File: src/rtl/aes_pkg.sv
// Shared types and default timing constants for the AES block-mode controller.
package aes_pkg;

    typedef logic [127:0] block_t;

    typedef enum logic [1:0] {
        IDLE,
        LOAD,
        WAIT,
        OUT
    } cbc_state_t;

    localparam int LOAD_CYCLES_DEF = 2;
    localparam int TIMEOUT_DEF     = 64;

endpackage

File: src/rtl/aes_cbc_timer.sv
// Saturating down-counter shared by the core_load hold time and the WAIT timeout.
module aes_cbc_timer #(
    parameter int WIDTH = 7
) (
    input  logic             clk,
    input  logic             reset,
    input  logic             load,
    input  logic [WIDTH-1:0] preset,
    input  logic             enable,
    output logic             zero
);

    logic [WIDTH-1:0] count;

    // Load wins over enable; the count sticks at zero rather than wrapping.
    always_ff @(posedge clk or posedge reset) begin
        if (reset) begin
            count <= '0;
        end else if (load) begin
            count <= preset;
        end else if (enable && (count != '0)) begin
            count <= count - WIDTH'(1);
        end
    end

    assign zero = (count == '0);

endmodule

File: src/rtl/aes_cbc_ctrl.sv
// Handshake controller in front of an external AES-128 core.
// Define AES_CBC_EN for CBC chaining; the default build is ECB and ignores iv.
module aes_cbc_ctrl
    import aes_pkg::*;
#(
    parameter int LOAD_CYCLES = LOAD_CYCLES_DEF,
    parameter int TIMEOUT     = TIMEOUT_DEF
) (
    input  logic         clk,
    input  logic         reset,
    input  logic         iv_wr,
    input  logic [127:0] iv,
    input  logic [127:0] key,
    input  logic         in_valid,
    output logic         in_ready,
    input  logic [127:0] in_block,
    output logic         core_load,
    output logic [127:0] core_key,
    output logic [127:0] core_plaintext,
    input  logic         core_done,
    input  logic [127:0] core_cyphertext,
    output logic         out_valid,
    input  logic         out_ready,
    output logic [127:0] out_block,
    output logic         busy,
    output logic         err_timeout
);

    localparam int TMAX = (TIMEOUT > LOAD_CYCLES) ? TIMEOUT : LOAD_CYCLES;
    localparam int CW   = $clog2(TMAX + 1);
    localparam logic [CW-1:0] LOAD_PRESET = CW'(LOAD_CYCLES - 1);
    localparam logic [CW-1:0] WAIT_PRESET = CW'(TIMEOUT - 1);

    cbc_state_t      state;
    cbc_state_t      state_next;
    logic            first_wait;
    logic            accept;
    logic            capture;
    logic            timeout_hit;
    logic            timer_load;
    logic            timer_enable;
    logic            timer_zero;
    logic [CW-1:0]   timer_preset;
    block_t          mix;

    aes_cbc_timer #(.WIDTH(CW)) u_timer (
        .clk    (clk),
        .reset  (reset),
        .load   (timer_load),
        .preset (timer_preset),
        .enable (timer_enable),
        .zero   (timer_zero)
    );

    // Done is only trusted after the first WAIT cycle so a level left over
    // from the previous block cannot complete this one.
    always_comb begin
        state_next   = state;
        accept       = 1'b0;
        capture      = 1'b0;
        timeout_hit  = 1'b0;
        timer_load   = 1'b0;
        timer_enable = 1'b0;
        timer_preset = WAIT_PRESET;
        case (state)
            IDLE: begin
                if (in_valid) begin
                    accept       = 1'b1;
                    timer_load   = 1'b1;
                    timer_preset = LOAD_PRESET;
                    state_next   = LOAD;
                end
            end
            LOAD: begin
                if (timer_zero) begin
                    timer_load = 1'b1;
                    state_next = WAIT;
                end else begin
                    timer_enable = 1'b1;
                end
            end
            WAIT: begin
                if (core_done && !first_wait) begin
                    capture    = 1'b1;
                    state_next = OUT;
                end else if (timer_zero) begin
                    timeout_hit = 1'b1;
                    state_next  = IDLE;
                end else begin
                    timer_enable = 1'b1;
                end
            end
            OUT: begin
                if (out_ready) begin
                    state_next = IDLE;
                end
            end
            default: state_next = IDLE;
        endcase
    end

`ifdef AES_CBC_EN
    block_t chain;

    // A same-cycle iv write is bypassed so the new vector chains this block.
    assign mix = iv_wr ? block_t'(iv) : chain;

    always_ff @(posedge clk or posedge reset) begin
        if (reset) begin
            chain <= '0;
        end else if ((state == IDLE) && iv_wr) begin
            chain <= iv;
        end else if (capture) begin
            chain <= core_cyphertext;
        end
    end
`else
    logic unused_iv;

    assign mix       = '0;
    assign unused_iv = ^iv;
`endif

    // iv_wr doubles as the error acknowledge in both modes, but only in IDLE.
    always_ff @(posedge clk or posedge reset) begin
        if (reset) begin
            state          <= IDLE;
            first_wait     <= 1'b0;
            err_timeout    <= 1'b0;
            core_plaintext <= '0;
            out_block      <= '0;
        end else begin
            state      <= state_next;
            first_wait <= (state == LOAD) && timer_zero;
            if ((state == IDLE) && iv_wr) begin
                err_timeout <= 1'b0;
            end else if (timeout_hit) begin
                err_timeout <= 1'b1;
            end
            if (accept) begin
                core_plaintext <= in_block ^ mix;
            end
            if (capture) begin
                out_block <= core_cyphertext;
            end
        end
    end

    assign in_ready  = (state == IDLE);
    assign core_load = (state == LOAD);
    assign out_valid = (state == OUT);
    assign busy      = (state != IDLE);
    assign core_key  = key;

endmodule

File: config.mk
export PLATFORM = sky130hd
export DESIGN_NAME = aes_cbc_ctrl
export DESIGN_NICKNAME = d
export VERILOG_FILES = /design/src/rtl/aes_pkg.sv /design/src/rtl/aes_cbc_timer.sv /design/src/rtl/aes_cbc_ctrl.sv
export SDC_FILE = /design/constraint.sdc
export NUM_CORES = 1
export LEC_CHECK = 0
export ABC_AREA = 1
export CORE_AREA = 2 2 353 355
export CTS_CLUSTER_SIZE = 12
export DETAILED_ROUTE_END_ITERATION = 12
export DIE_AREA = 0 0 355 357
export GPL_TIMING_DRIVEN = 0
export MAX_ROUTING_LAYER = met4
export PLACE_DENSITY = 0.31
export SETUP_SLACK_MARGIN = 0.05
export SYNTH_ARGS = -nofsm -noshare
export SYNTH_HDL_FRONTEND = slang
export SYNTH_SLANG_ARGS = --single-unit
File: constraint.sdc
create_clock -name clk -period 12.64 [get_ports clk]
set_input_delay 1.264 -clock clk [delete_from_list [all_inputs] [get_ports clk]]
set_output_delay 1.264 -clock clk [all_outputs]
set_load 0.01 [all_outputs]
==> impl_metrics.ini <==
[hold_path]
min_to = core_plaintext[64]
min_from = core_plaintext[64]
hold_class = flip-flop to flip-flop
worstHoldPathCells = 2

[timing]
finalSetupTns_ns = 0
slew_viol_final = 0
relSlewSlack_pct = 30.8
tightestPinTransition_ns = 1.04
min_period_ns = 3.46
skew_ns = 0.0263
setup_viol = 0
setup_ws_ns = 9.18
fmax_mhz = 289
fin_crit_sh_pct = 27.3
grt_setup_unrepaired = no
report.final.hold_viol_count = 0

[synth]
netlist_area_um2 = 11300
ys_ff_latch = 267
seq_area_frac_synth_pct = 58.9
syn_inst = 1050
postSynthAreaPerCell_um2 = 10.8
ys_warn_count = 0
synth.distinct_cells = 24
syn_nets = 1575

[worst_setup_path]
crit_family = buffers and inverters
reg2reg_from = state[1]
regToRegSetupSlack_ns = 10.10
r2r-end = core_plaintext[22]
path_common_cell = inv_1
cpPeakStageDelay_ns = 0.69
cp-start-kind = flip-flop
worstPathMaxFanout = 5
reg2reg_depth = 8
arrival_ns = 2.19
cp.buffers_inverters = 3
worst-setup-path-type = flip-flop to primary output
end_kind = primary output
cp.required_ns = 11.38
cp_cell_sequence = inv_1, ha_1, inv_1, clkdlybuf4s50_1
cp_slowest_cell = clkdlybuf4s50_1

[placed_design]
place_hpwl_mm = 39.5
preCtsSetupSlack_ns = 9.00
gp_congestion = 0.798
dpl-instance-area_um2 = 20000
place_inst = 3339
port_buffers = 650

[clocking]
cts_buffer_depth = 3
cts_hold_buf = 0
cts_inserted_buffers = 41
cts_sinks = 267
cts.repair.resized = 0
cts_max_level = 2
cts_setup_buffers = 0
root_buffer = clkbuf_16
path_clk_slew_ns = 0.06
tritoncts = yes
clk_latency_ns = 0.59

[flow_run]
drv_cap = 0

[pwr]
worst_ir_drop_vdd_mv = 0.103
total_leakage_power_nw = 9.26
power.total_mw = 4.78
powerDensity_nw_per_um2 = 224

[finish]
fin_cells = 3413
final_area_um2 = 21300
syn_to_final_growth_pct = 88.1
nFillCells = 13664
nets = 2270
drive_above_1_share_pct = 20.6

[routing]
wl_met3_mm = 5.37
viasPerCell = 2.83
highest_layer = met4
ant_nets = 0
firstDrtPassIters = 4
wl_met2_mm = 24.2
dr.first_iter.drc_count = 381
vias = 9645
finalWirelength_mm = 50.8
wl_met1_mm = 19.6
post_drt_wl_per_cell_um = 14.9
drc = 0

[global_routing]
grt_pass1_wl_mm = 70.9
grtUsageTotal_pct = 7.81
grt_max_degree = 103
grt_pass1_vias = 10445
grt-ovfl-total = 0
antenna_found_initial = 4

[floorplan]
die_x_um = 355
die_h_um = 357
ios = 907
core-area_um2 = 123000
start_util_pct = 9.22
rows = 129
die_area_um2 = 127000

[outcome]
outcome = finished clean
cell usage after synthesis:
cell type | n | area (um2)
a21oi_1 | 2 | 10.0
buf_2 | 18 | 90.1
buf_4 | 130 | 976
buf_6 | 12 | 135
clkbuf_1 | 10 | 37.5
dfrtp_1 | 267 | 6680
ha_1 | 7 | 87.6
inv_1 | 16 | 60.1
inv_2 | 1 | 3.75
mux2_2 | 128 | 1440
nand2_1 | 425 | 1600
nand2_2 | 2 | 12.5
nand2_4 | 1 | 11.3
nand3_1 | 11 | 55.1
nand3_2 | 2 | 20.0
nand3_4 | 1 | 17.5
nand4_1 | 1 | 6.26
nor2_1 | 9 | 33.8
nor2_2 | 2 | 12.5
nor2_4 | 1 | 11.3
nor2_8 | 1 | 20.0
o21ai_0 | 1 | 5.00
o22ai_1 | 1 | 6.26
or2_2 | 1 | 6.26
layer usage:
layer  track usage [%]  vias up
li1                  -     4583
met2              12.6      450
met3              3.58       76
met5                 -        -
met4              2.86        0
met1              8.40     4536
logic make-up (layout without fill, tap and decap cells):
group                    after synthesis  in the layout  share of synthesized area, %
AO/OA/AOI/OAI                          4              4                         0.188
adder cells (fa/ha/maj)                7              7                         0.773
buffers and inverters                187            910                          11.5
flip-flops                           267            267                          58.9
multiplexers                         128            128                          12.7
other                                  0              3                             0
AND/OR/NAND/NOR                      457            457                          15.9
final cells by class:
type                    instances  area, um2  area share [%]
flip-flops and latches        267       6680            31.3
repair buffers                652       6560            30.8
multi-input cells             596       3350            15.7
well taps                    1637       2050            9.60
plain buffers                 170       1240            5.81
clock buffers                  60       1200            5.61
clock inverters                11        169           0.792
inverters                      17       71.3           0.334
diodes                          3       7.51          0.0352
through the flow:
stage	utilization, %	hold slack, ns
after floorplan	-	0.491
after global placement	16.2	0.463
after detailed placement	16.2	0.464
after CTS	17.3	0.480
after global routing	17.3	0.501
final	17.3	0.473
state kept, by name, summed over array words and instances (netlist names):
name / count
out_block: 128
u_timer.count: 7
state: 2
core_plaintext: 128
first_wait: 1
err_timeout: 1
cell usage in the layout, fill, tap and decap left out, types with 2 or more instances in the layout:
master	netlist	routed
nand2_2	2	2
ha_1	7	7
clkbuf_1	10	19
clkdlybuf4s50_1	0	650
clkbuf_16	0	41
nand3_1	11	11
buf_4	130	130
bufinv_16	0	3
clkinvlp_4	0	2
buf_2	18	18
inv_1	16	15
nand2_1	425	425
inv_6	0	3
mux2_2	128	128
diode_2	0	3
clkbuf_8	0	10
buf_16	0	2
a21oi_1	2	2
buf_6	12	12
dfrtp_1	267	267
nor2_1	9	9
nor2_2	2	2
clkinv_8	0	2
nand3_2	2	2
worst min-delay path: cells and delay by family (launching register included):
family / cells / cell delay, ns
DFF: 1 / 0.33
and+or+nand+nor: 2 / 0.10
worst max-delay path by stage:
| stage | from | to | slack, ns | cells after the start |
|---|---|---|---|---|
| 6_report | state[0] | busy | 9.18 | 4 |
| 5_1_grt | state[0] | busy | 9.05 | 4 |
| 4_1_cts | state[0] | busy | 9.06 | 4 |
| 3_5_place_dp | in_valid | core_plaintext[44] | 9.00 | 6 |
| 3_3_place_gp | reset | core_plaintext[36] | -1.19 | 2 |
| 2_1_floorplan | reset | core_plaintext[0] | 4.02 | 1 |
report_power, final:
part / switching [mW] / total, mW / leakage [nW] / internal [mW]
Combinational: 0.944 / 2.10 / 5.33 / 1.16
Clock: 0.461 / 1.18 / 0.662 / 0.718
Sequential: 0.232 / 1.50 / 3.27 / 1.27
Total: 1.64 / 4.78 / 9.26 / 3.15
Power figures use the tool's default switching activity.
